===== config.mk =====
export PLATFORM = sky130hd
export DESIGN_NAME = vga_pattern_engine
export DESIGN_NICKNAME = d
export VERILOG_FILES = /design/src/rtl/vga_pattern_engine.sv
export SDC_FILE = /design/constraint.sdc
export NUM_CORES = 1
export LEC_CHECK = 0
export BUFFER_PORTS_ARGS = -buffer_cell sky130_fd_sc_hd__clkbuf_2
export CAP_MARGIN = 20
export CORE_ASPECT_RATIO = 1.2
export CORE_MARGIN = 2
export CORE_UTILIZATION = 25
export DETAILED_ROUTE_END_ITERATION = 6
export PLACE_DENSITY_LB_ADDON = 0.3
export SLEW_MARGIN = 15
export SYNTH_ARGS = -nofsm -noshare
export SYNTH_HDL_FRONTEND = slang
export SYNTH_SLANG_ARGS = --single-unit

===== constraint.sdc =====
create_clock -name clk_pix -period 10.15 [get_ports clk_pix]
set_clock_uncertainty 0.15 [all_clocks]
set_input_delay 0.5075 -clock clk_pix [delete_from_list [all_inputs] [get_ports clk_pix]]
set_output_delay 0.5075 -clock clk_pix [all_outputs]
set_load 0.03 [all_outputs]

===== src/rtl/vga_pattern_engine.sv =====
// rtl/vga_pattern_engine.sv - VGA raster timing generator with selectable test patterns
module vga_pattern_engine #(
  parameter int H_DISPLAY = 640,
  parameter int H_FRONT   = 16,
  parameter int H_SYNC    = 96,
  parameter int H_BACK    = 48,
  parameter int V_DISPLAY = 480,
  parameter int V_FRONT   = 10,
  parameter int V_SYNC    = 2,
  parameter int V_BACK    = 33,
  parameter int COLOR_W   = 4,
  parameter int HSYNC_POL = 0,
  parameter int VSYNC_POL = 0,
  parameter int CHK_SHIFT = 5,
  parameter int RADIUS    = 200,
  parameter int BOX_SIZE  = 32
) (
  input  logic               clk_pix,
  input  logic               rst,
  input  logic               en,
  input  logic [2:0]         mode,
  output logic               hsync,
  output logic               vsync,
  output logic               de,
  output logic [COLOR_W-1:0] r,
  output logic [COLOR_W-1:0] g,
  output logic [COLOR_W-1:0] b,
  output logic               frame_start,
  output logic [15:0]        frame_cnt
);

  localparam int H_TOTAL  = H_DISPLAY + H_FRONT + H_SYNC + H_BACK;
  localparam int V_TOTAL  = V_DISPLAY + V_FRONT + V_SYNC + V_BACK;
  localparam int HW       = $clog2(H_TOTAL);
  localparam int VW       = $clog2(V_TOTAL);
  localparam int HS_START = H_DISPLAY + H_FRONT;
  localparam int HS_END   = HS_START + H_SYNC;
  localparam int VS_START = V_DISPLAY + V_FRONT;
  localparam int VS_END   = VS_START + V_SYNC;
  localparam int BX_MAX   = H_DISPLAY - BOX_SIZE;
  localparam int BY_MAX   = V_DISPLAY - BOX_SIZE;
  localparam int BAR_W    = H_DISPLAY / 8;

  // Circle arithmetic width: enough for the squared distance of any raster
  // position and for RADIUS squared, plus a sign bit.
  localparam int RW  = $clog2(RADIUS + 1);
  localparam int MW0 = (HW > VW) ? HW : VW;
  localparam int MW  = (MW0 > RW) ? MW0 : RW;
  localparam int SW  = 2 * MW + 3;
  localparam logic signed [SW-1:0] R2 = SW'(RADIUS * RADIUS);

  localparam logic [COLOR_W-1:0] C_FULL = '1;
  localparam logic [COLOR_W-1:0] C_ZERO = '0;
  localparam logic [COLOR_W-1:0] C_HALF = COLOR_W'(1) << (COLOR_W - 1);
  localparam logic HS_ACT = (HSYNC_POL != 0);
  localparam logic VS_ACT = (VSYNC_POL != 0);

  // Raster position and per-frame state
  logic [HW-1:0] h;
  logic [VW-1:0] v;
  logic          h_wrap;
  logic          v_last;
  logic          frame_wrap;
  logic [2:0]    active_mode;
  logic [HW-1:0] bx;
  logic [VW-1:0] by;
  logic          dir_x;
  logic          dir_y;
  logic [HW-1:0] scroll_off;

  // Pixel generation (stage 0, combinational)
  logic               in_active;
  logic               hs_on;
  logic               vs_on;
  logic               chk_on;
  logic               in_box;
  logic               in_circle;
  logic signed [SW-1:0] dx;
  logic signed [SW-1:0] dy;
  logic signed [SW-1:0] dist2;
  int                 xs;
  int                 grad_r;
  int                 grad_g;
  logic [COLOR_W-1:0] pr;
  logic [COLOR_W-1:0] pg;
  logic [COLOR_W-1:0] pb;

  // First pipeline stage
  logic               s1_de;
  logic               s1_hs;
  logic               s1_vs;
  logic               s1_fs;
  logic [COLOR_W-1:0] s1_r;
  logic [COLOR_W-1:0] s1_g;
  logic [COLOR_W-1:0] s1_b;

  assign h_wrap     = (h == HW'(H_TOTAL - 1));
  assign v_last     = (v == VW'(V_TOTAL - 1));
  assign frame_wrap = en && h_wrap && v_last;

  // Eight-bar palette: white, yellow, cyan, green, magenta, red, blue, black.
  function automatic logic [3*COLOR_W-1:0] bar_rgb(input int xx);
    int         idx;
    logic [2:0] i3;
    idx = xx / BAR_W;
    if (idx > 7) idx = 7;
    i3 = 3'(idx);
    bar_rgb = {i3[1] ? C_ZERO : C_FULL,
               i3[2] ? C_ZERO : C_FULL,
               i3[0] ? C_ZERO : C_FULL};
  endfunction

  // Raster counters: held at the origin while disabled so a restart begins at (0,0)
  always_ff @(posedge clk_pix or posedge rst) begin
    if (rst) begin
      h <= '0;
      v <= '0;
    end else if (!en) begin
      h <= '0;
      v <= '0;
    end else if (h_wrap) begin
      h <= '0;
      v <= v_last ? '0 : v + VW'(1);
    end else begin
      h <= h + HW'(1);
    end
  end

  // Pattern select only changes between frames (or while idle) to avoid tearing
  always_ff @(posedge clk_pix or posedge rst) begin
    if (rst) begin
      active_mode <= '0;
    end else if (!en || frame_wrap) begin
      active_mode <= mode;
    end
  end

  // Once-per-frame state: frame counter, scroll offset and bouncing box
  always_ff @(posedge clk_pix or posedge rst) begin
    if (rst) begin
      frame_cnt  <= '0;
      scroll_off <= '0;
      bx         <= '0;
      by         <= '0;
      dir_x      <= 1'b1;
      dir_y      <= 1'b1;
    end else if (frame_wrap) begin
      frame_cnt  <= frame_cnt + 16'd1;
      scroll_off <= (scroll_off == HW'(H_DISPLAY - 1)) ? '0 : scroll_off + HW'(1);
      if (dir_x) begin
        if (bx == HW'(BX_MAX)) begin
          bx    <= bx - HW'(1);
          dir_x <= 1'b0;
        end else begin
          bx <= bx + HW'(1);
        end
      end else begin
        if (bx == '0) begin
          bx    <= HW'(1);
          dir_x <= 1'b1;
        end else begin
          bx <= bx - HW'(1);
        end
      end
      if (dir_y) begin
        if (by == VW'(BY_MAX)) begin
          by    <= by - VW'(1);
          dir_y <= 1'b0;
        end else begin
          by <= by + VW'(1);
        end
      end else begin
        if (by == '0) begin
          by    <= VW'(1);
          dir_y <= 1'b1;
        end else begin
          by <= by - VW'(1);
        end
      end
    end
  end

  // Geometry terms shared by the patterns
  assign in_active = (int'(h) < H_DISPLAY) && (int'(v) < V_DISPLAY);
  assign hs_on     = (int'(h) >= HS_START) && (int'(h) < HS_END);
  assign vs_on     = (int'(v) >= VS_START) && (int'(v) < VS_END);
  assign chk_on    = (((int'(h) ^ int'(v)) >> CHK_SHIFT) & 1) != 0;
  assign in_box    = (int'(h) >= int'(bx)) && (int'(h) < int'(bx) + BOX_SIZE) &&
                     (int'(v) >= int'(by)) && (int'(v) < int'(by) + BOX_SIZE);
  assign dx        = SW'(int'(h) - H_DISPLAY / 2);
  assign dy        = SW'(int'(v) - V_DISPLAY / 2);
  assign dist2     = dx * dx + dy * dy;
  assign in_circle = (dist2 <= R2);

  // Pattern colour for the current raster position; blanking forces black
  always_comb begin
    pr     = C_ZERO;
    pg     = C_ZERO;
    pb     = C_ZERO;
    xs     = int'(h) + int'(scroll_off);
    grad_r = (int'(h) << COLOR_W) / H_DISPLAY;
    grad_g = (int'(v) << COLOR_W) / V_DISPLAY;
    if (xs >= H_DISPLAY) xs = xs - H_DISPLAY;
    case (active_mode)
      3'd0: {pr, pg, pb} = bar_rgb(int'(h));
      3'd1: if (chk_on) {pr, pg, pb} = {C_FULL, C_FULL, C_FULL};
      3'd2: begin
        pr = COLOR_W'(grad_r);
        pg = COLOR_W'(grad_g);
        pb = C_HALF;
      end
      3'd3: if (in_circle) {pr, pg, pb} = {C_FULL, C_FULL, C_FULL};
      3'd4: begin
        if (in_box) {pr, pg, pb} = {C_FULL, C_FULL, C_FULL};
        else        pb = C_HALF;
      end
      3'd5: {pr, pg, pb} = bar_rgb(xs);
      default: ;
    endcase
    if (!in_active) begin
      pr = C_ZERO;
      pg = C_ZERO;
      pb = C_ZERO;
    end
  end

  // Stage 1: capture timing flags and colour; everything is qualified by en
  always_ff @(posedge clk_pix or posedge rst) begin
    if (rst) begin
      s1_de <= 1'b0;
      s1_hs <= 1'b0;
      s1_vs <= 1'b0;
      s1_fs <= 1'b0;
      s1_r  <= '0;
      s1_g  <= '0;
      s1_b  <= '0;
    end else begin
      s1_de <= en && in_active;
      s1_hs <= en && hs_on;
      s1_vs <= en && vs_on;
      s1_fs <= en && (h == '0) && (v == '0);
      s1_r  <= (en && in_active) ? pr : C_ZERO;
      s1_g  <= (en && in_active) ? pg : C_ZERO;
      s1_b  <= (en && in_active) ? pb : C_ZERO;
    end
  end

  // Stage 2: output registers, sync polarity applied here
  always_ff @(posedge clk_pix or posedge rst) begin
    if (rst) begin
      hsync       <= ~HS_ACT;
      vsync       <= ~VS_ACT;
      de          <= 1'b0;
      frame_start <= 1'b0;
      r           <= '0;
      g           <= '0;
      b           <= '0;
    end else begin
      hsync       <= s1_hs ? HS_ACT : ~HS_ACT;
      vsync       <= s1_vs ? VS_ACT : ~VS_ACT;
      de          <= s1_de;
      frame_start <= s1_fs;
      r           <= s1_r;
      g           <= s1_g;
      b           <= s1_b;
    end
  end

endmodule


**After elaboration in Yosys (flattened, before gate mapping)**

Index checks and enable logic that the tools add are counted.

- $add $sub $neg: 15
- Multiply operators: 2
- Div/mod/pow operators: 4
- Order comparisons: 14
- Equality and inequality tests: 11
- Multiplexer cells: 44
- Bitwise operators: 1
- Reductions and logical operators: 20

Operators with widths:

| operator | count |
|---|---|
| two-way mux 10 bit | 12 |
| one-hot mux 4 bit (6 select lines) | 3 |
| greater-than comparator 32 x 4 -> 1 bit (second input constant) | 2 |
| two-way mux 4 bit | 15 |
| adder 10 x 1 -> 10 bit (second input constant) | 5 |
| multiplier 11 x 11 -> 22 bit | 2 |
| == test 10 bit (second input constant) | 4 |
| zero test 10 bit | 4 |
| divider 11 x 8 -> 32 bit (second input constant) | 1 |
| divider 15 x 10 -> 32 bit (second input constant) | 1 |
| divider 15 x 11 -> 32 bit (second input constant) | 1 |
| divider 32 x 8 -> 32 bit (second input constant) | 1 |
| two-way mux 32 bit | 1 |
| adder 22 x 22 -> 23 bit | 1 |
| <= comparator 23 x 17 -> 1 bit (second input constant) | 1 |
| adder 10 x 6 -> 11 bit (second input constant) | 2 |
| less-than comparator 10 x 11 -> 1 bit | 2 |
| >= comparator 10 bit | 2 |
| less-than comparator 10 bit (second input constant) | 2 |
| less-than comparator 10 x 9 -> 1 bit (second input constant) | 2 |
| subtractor 10 x 1 -> 10 bit (second input constant) | 2 |
| adder 16 x 1 -> 16 bit (second input constant) | 1 |
| two-way mux 3 bit | 5 |
| logical AND 1 bit | 13 |
| 17 further kinds | 26 |

- Register bits after elaboration: 103
- Input bits: 6
- Logic and storage cells: 134

**Longest topological paths before layout**

Gate-level depths: netlist of the first run.

- Depth after elaboration: 11
- Mapped depth: 34
- Gate-level depth less buffers: 31

**Worst setup path before layout of the first run**

No wires, ideal clock.

- Kind: register -> register
- Start point: register v[7]
- End point: register s1_g[0]
- Library setup time: 0.145 ns
- Arrival time: 8.251 ns
- Required time: 9.855 ns
- Slack: 1.604 ns
- Stages on the path, launching flop included: 31
- Cells stage by stage: dfrtp_1 -> clkbuf_1 -> and2_1 -> nand2_1 -> nand2_1 -> clkinv_1 -> nand2_1 -> inv_1 -> fa_1 -> inv_1 -> fa_1 -> fa_1 -> inv_1 -> fa_1 -> inv_1 -> fa_1 -> inv_1 -> fa_1 -> fa_1 -> ha_1 -> a21o_1 -> or2_2 -> o21ai_0 -> nand4_1 -> a41oi_1 -> xnor2_1 -> a2111oi_0 -> a31oi_1 -> a31oi_1 -> a211oi_1 -> o31ai_1

- Longest elaborated chain between the ends: 8

RTL lines:

| element | RTL line | text |
|---|---|---|
| start, declared | 60 | `logic [VW-1:0] v;` |
| start signal, assigned | 123 | `v <= v_last ? '0 : v + VW'(1);` |
| parallel branches: the longest is 7 deep, another holds divider 15 x 10 -> 32 bit | - |  |
| two-way mux 4 bit (*) | 243 | `s1_g <= (en && in_active) ? pg : C_ZERO;` |
| end signal, assigned | 243 |  |
| end, declared | 94 | `logic [COLOR_W-1:0] s1_g;` |

Every way passes the cells marked *.
A chain may end at the register's enable or synchronous reset.

**Worst setup path in the final report of the first run**

- Start point: register v[5]
- End point: register s1_g[1]

The elaborated chain is that of the path after synthesis.

==> results.sh, run 1 <==
export IMPL_io_buffer_count=37
export IMPL_start_util_pct=25.2
export IMPL_drive_gt1_share_pct=6.60
export IMPL_cpMaxStageDelayCell="fa_1"
export IMPL_synthCells=1911
export IMPL_synthTopCellsByArea="fa_1 (29%), dfrtp_1 (14%), ha_1 (12%), inv_1 (8.1%), xnor2_1 (3.7%)"
export IMPL_status="finished, final reports clean"
export IMPL_drc_errors=0
export IMPL_cts_sinks=99
export IMPL_ios=38
export IMPL_wl_mm=45.3
export IMPL_final_nets=2323
export IMPL_tightestPinTransition_ns=1.06
export IMPL_ys_seq_elements=99
export IMPL_maxSlewHeadroom_pct=28.6
export IMPL_via_per_inst=4.67
export IMPL_synth_most_common_cell="inv_1"
export IMPL_synth_largest_area_cell="fa_1"
export IMPL_slew_viol_final=0
export IMPL_antenna_cells=0
export IMPL_syn_avg_cell_area_um2=8.81
export IMPL_power_mw=2.03
export IMPL_die_area_um2=69500
export IMPL_grt_pass1_vias=13900
export IMPL_antenna_found_initial=0
export IMPL_ys_async_sr_fraction_pct=100
export IMPL_fmax_ghz=0.107
export IMPL_finalSetupViolCount=0
export IMPL_gr_usage_all_layers_pct=13.5
export IMPL_synth_commonest_cells="inv_1 (363), fa_1 (243), nand2_1 (158), ha_1 (156), nor2_1 (122)"
export IMPL_cp_common_cell="fa_1"
export IMPL_cts_setup_buffers=0
export IMPL_cts_resized=0
export IMPL_leakage_nw=8.80
export IMPL_clk_pin_slew_ns=0.08
export IMPL_via_count=13200
export IMPL_crit_required_ns=10.23
export IMPL_max_stage_delay_ns=0.54
export IMPL_drv_cap=0
export IMPL_ir_worst_vdd_uv=113
export IMPL_pre_cts_ws_ns=0.764
export IMPL_root_buffer="clkbuf_16"
export IMPL_period_needed_ns=9.38
export IMPL_place_gp_congestion=0.862
export IMPL_placementRows=104
export IMPL_ys_flop_type="dfrtp_1"
export IMPL_synth_nets=2316
export IMPL_ctsHoldBuffers=0
export IMPL_die_y_um=288
export IMPL_drtPass1Iterations=5
export IMPL_overflow=0
export IMPL_drtIter0Drc=698
export IMPL_die_w_um=241
export IMPL_yosysTopAreaCellShare_pct=28.9
export IMPL_rsz0062_at_grt="no"
export IMPL_ys_seq_area_share_pct=14.7
export IMPL_numCtsBuffers=9
export IMPL_path_class="reg -> reg"
export IMPL_area_growth_syn_to_layout_pct=9.35
export IMPL_synth_cell_types=91
export IMPL_synth_edf_count=0
export IMPL_core_um2=66900
export IMPL_wl_per_cell_um=16.0
export IMPL_power_density_nw_per_um2=110
export IMPL_cts_tree="yes"
export IMPL_htree_levels=3
export IMPL_min_period_over_period_pct=92.4
export IMPL_grt_max_degree=54
export IMPL_grt_pass1_wl_mm=74.4
export IMPL_ys_warn_count=0
export IMPL_tns_ns=0
export IMPL_clockBufferDepth=2
export IMPL_cp_arrival_ns=9.46
export IMPL_ant_nets=0
export IMPL_worst_slack_ns=0.768
export IMPL_clk_latency_ns=0.38
export IMPL_hold_viol_final=0
export IMPL_endpoint_kind="flip-flop"
export IMPL_netlist_area_um2=16800
export IMPL_place_detailed_hpwl_mm=36.9
export IMPL_critPathMaxFanout=20
export IMPL_critPathLaunchType="flip-flop"
export IMPL_hp_class="in -> async"
==> power by group <==
group / switching, mW / internal (mW) / leakage [nW] / total [mW]
Sequential: 0.0117 / 0.410 / 1.32 / 0.422
Combinational: 0.704 / 0.501 / 7.32 / 1.20
Clock: 0.179 / 0.222 / 0.162 / 0.401
==> registers in the layout, indices dropped and copies added, names as in the netlist, 2 cells and up <==
signal	count
frame_cnt	16
bx	10
by	10
h	10
scroll_off	10
v	10
g	4
r	4
s1_g	4
s1_r	4
active_mode	3
b	2
s1_b	2
==> kinds of logic (layout without fill, tap and decap cells) <==
logic type / Yosys count / in the layout / share of synthesized area (%)
muxes: 15 / 15 / 0.936
xor gates and xnor gates: 92 / 92 / 4.98
buffers and inverters: 437 / 449 / 9.88
AOI/OAI and AO/OA: 346 / 346 / 13.7
DFF: 99 / 99 / 14.7
and+or+nand+nor: 523 / 523 / 15.3
adders and majority gates: 399 / 399 / 40.5
==> metal layers <==
| layer | up-vias | GRT usage, % | wire [um] |
|---|---|---|---|
| li1 | 6253 | - | - |
| met1 | 6642 | 16.2 | 18800 |
| met2 | 240 | 25.0 | 23800 |
| met3 | 63 | 1.12 | 1100 |
| met4 | 0 | 5.05 | 1570 |
| met5 | - | 0 | 0 |
==> placed cells by master (no fill, tap or decap), types with 34 or more instances in the layout <==
master | netlist | final
fa_1 | 243 | 243
nand3_1 | 43 | 43
a21oi_1 | 82 | 82
nor2_1 | 122 | 122
clkbuf_2 | 1 | 37
xnor2_1 | 71 | 71
o21ai_0 | 83 | 83
and2_1 | 34 | 34
ha_1 | 156 | 156
inv_1 | 363 | 362
dfrtp_1 | 95 | 95
nand2_1 | 158 | 158
==> per-stage QoR <==
stage | instance area (um2) | cells | hold slack [ns] | utilization, %
finish | 18400 | 2824 | 0.0545 | 27.5
global route | 18400 | 2824 | 0.0996 | 27.5
CTS | 18400 | 2823 | 0.0657 | 27.5
detailed placement | 18100 | 2807 | 0.189 | 27.0
global placement | 18100 | 2806 | 0.185 | 27.0
floorplan | 16800 | 1911 | 0.181 | -
==> worst max-delay path: cells and delay by family, from the launching register on <==
kind	cells	cell delay, ns
flops	1	0.33
compound gates	8	1.86
buf+inv	9	1.40
simple gates	5	1.15
xor+xnor	1	0.14
fa+ha+maj	9	4.18
==> layout make-up <==
class | instances | area [um2]
Clock buffer | 10 | 229
Multi-Input combinational cell | 1375 | 12700
Inverter | 368 | 1380
Clock inverter | 6 | 105
Fill cell | 7203 | 48500
Sequential cell | 99 | 2480
Timing Repair Buffer | 65 | 393
Tap cell | 901 | 1130
==> worst paths after layout <==
check / start / end / slack, ns / depth (start not counted)
min reg2reg: s1_g[0] / g[0] / 0.19 / 0
min: rst / frame_start / 0.05 / 2
min in group clk_pix: s1_g[0] / g[0] / 0.19 / 0
max reg2reg: v[5] / s1_g[1] / 0.77 / 32
max: v[5] / s1_g[1] / 0.77 / 32
max in group asynchronous: rst / h[1] / 8.63 / 3
Note: power is estimated with default switching activity, not from simulation.
==> run 2: changes to the inputs <==
--- a/config.mk
+++ b/config.mk
@@ -11,7 +11,7 @@
 export CORE_MARGIN = 2
 export CORE_UTILIZATION = 25
 export DETAILED_ROUTE_END_ITERATION = 6
-export PLACE_DENSITY_LB_ADDON = 0.3
+export PLACE_DENSITY_LB_ADDON = 0.15
 export SLEW_MARGIN = 15
 export SYNTH_ARGS = -nofsm -noshare
 export SYNTH_HDL_FRONTEND = slang
==> constraint.sdc (replaced) <==
create_clock -name clk_pix -period 10.9 [get_ports clk_pix]
set_clock_uncertainty 0.15 [all_clocks]
set_input_delay 0.545 -clock clk_pix [delete_from_list [all_inputs] [get_ports clk_pix]]
set_output_delay 0.545 -clock clk_pix [all_outputs]
set_load 0.03 [all_outputs]
==> results.sh, run 2 (same netlist as run 1, synthesis figures left out) <==
export IMPL_maxSlewHeadroom_pct=29.6
export IMPL_path_class="reg -> reg"
export IMPL_slew_viol_final=0
export IMPL_r2r_start="v[4]"
export IMPL_ff2ff_path_depth=32
export IMPL_grt_pass1_wl_mm=78.3
export IMPL_die_area_um2=69500
export IMPL_via_per_inst=4.61
export IMPL_reg2reg_slack_ns=1.38
export IMPL_die_y_um=288
export IMPL_grt_pass1_vias=14000
export IMPL_finalSetupViolCount=0
export IMPL_io_buffer_count=37
export IMPL_via_count=13000
export IMPL_seq_area_um2=2480
export IMPL_drtPass1Iterations=5
export IMPL_stdcell_area_um2=18300
export IMPL_place_detailed_hpwl_mm=39.2
export IMPL_numCtsBuffers=9
export IMPL_ant_nets=0
export IMPL_ctsHoldBuffers=0
export IMPL_wl_per_cell_um=16.9
export IMPL_leakage_nw=8.75
export IMPL_status="finished, final reports clean"
export IMPL_final_nets=2319
export IMPL_worst_slack_ns=1.38
export IMPL_cts_resized=0
export IMPL_crit_required_ns=10.96
export IMPL_tns_ns=0
export IMPL_wl_mm=47.6
export IMPL_top_register="frame_cnt"
export IMPL_ir_worst_vdd_uv=127
export IMPL_place_area_um2=18000
export IMPL_power_density_nw_per_um2=101
export IMPL_fmax_ghz=0.105
export IMPL_clk_latency_ns=0.38
export IMPL_clockBufferDepth=2
export IMPL_placementRows=104
export IMPL_cpLargestDelayFamily="adder cells"
export IMPL_cp_common_cell="fa_1"
export IMPL_cts_sinks=99
export IMPL_core_um2=66900
export IMPL_finish_utilization_pct=27.4
export IMPL_ios=38
export IMPL_hp_class="in -> async"
export IMPL_gr_usage_all_layers_pct=14.5
export IMPL_root_buffer="clkbuf_16"
export IMPL_largest_reg_flops=16
export IMPL_grt_max_degree=52
export IMPL_multi_input_area_um2=12700
export IMPL_max_stage_delay_ns=0.57
export IMPL_rsz0062_at_grt="no"
export IMPL_period_needed_ns=9.52
export IMPL_clk_pin_slew_ns=0.08
export IMPL_antenna_found_initial=0
export IMPL_cp_arrival_ns=9.58
export IMPL_drtIter0Drc=551
export IMPL_area_growth_syn_to_layout_pct=8.88
export IMPL_timing_rr_end="s1_g[1]"
export IMPL_overflow=0
export IMPL_start_util_pct=25.2
export IMPL_fillers=7240
export IMPL_power_mw=1.85
export IMPL_pre_cts_ws_ns=1.28
export IMPL_fin_cells=2819
export IMPL_drive_gt1_share_pct=6.41
export IMPL_htree_levels=3
export IMPL_hold_slack_ns=0.0857
export IMPL_critPathLaunchType="flip-flop"
export IMPL_min_period_over_period_pct=87.3
export IMPL_place_gp_congestion=0.827
export IMPL_crit_buf_inv=9
export IMPL_tightestPinTransition_ns=1.04
export IMPL_cts_setup_buffers=0
export IMPL_hold_viol_final=0
export IMPL_drc_errors=0
export IMPL_final_cell_mix="inv_1 (362), fa_1 (243), nand2_1 (158)"
export IMPL_endpoint_kind="flip-flop"
export IMPL_cpMaxStageDelayCell="fa_1"
export IMPL_dp_cells=2803
export IMPL_drv_cap=0
export IMPL_critPathMaxFanout=24
export IMPL_die_w_um=241
export IMPL_final_common_cell="inv_1"
export IMPL_cts_tree="yes"
export IMPL_antenna_cells=0
## run 2: cell count changes in the layout (fill, tap and decap cells not counted), sizes merged
cell	delta
clkinvlp	+1
bufinv	-2
buf	-4
## run 2: per-layer routing
metal / global-route usage (%) / wire, um / vias to the layer above
met5: 0 / 0 / -
met4: 2.76 / 514 / 0
met3: 1.29 / 1090 / 22
met2: 27.9 / 26100 / 166
met1: 17.3 / 19900 / 6566
li1: - / - / 6241
## run 2: worst max path at each step
| stage | from | end | slack, ns | depth (start not counted) |
|---|---|---|---|---|
| floorplan | v[7] | s1_g[0] | 2.35 | 30 |
| global placement | h[8] | s1_g[0] | 1.45 | 27 |
| detailed placement | h[8] | s1_g[0] | 1.28 | 27 |
| CTS | v[4] | s1_g[2] | 1.24 | 32 |
| global route | v[4] | s1_g[1] | 0.63 | 32 |
| finish | v[4] | s1_g[1] | 1.38 | 32 |
## run 2: worst reg2reg max path, delay by kind of cell (launching register included)
family | cells | cell delay [ns]
compound gates | 8 | 1.84
flops | 1 | 0.33
buf+inv | 9 | 1.19
xor+xnor | 1 | 0.15
fa+ha+maj | 9 | 4.25
simple gates | 5 | 1.44
## run 2: final cells by class
| cell class | instances | area share [%] |
|---|---|---|
| timing repair buffer | 61 | 1.99 |
| tap | 901 | 6.15 |
| clock inverter | 5 | 0.246 |
| sequential | 99 | 13.5 |
| inverter | 368 | 7.55 |
| multi-input combinational | 1375 | 69.2 |
| clock buffer | 10 | 1.30 |
## run 2: report_power, final
group          switching, mW  internal (mW)
logic                  0.662          0.464
registers             0.0116          0.382
clock network          0.168          0.164
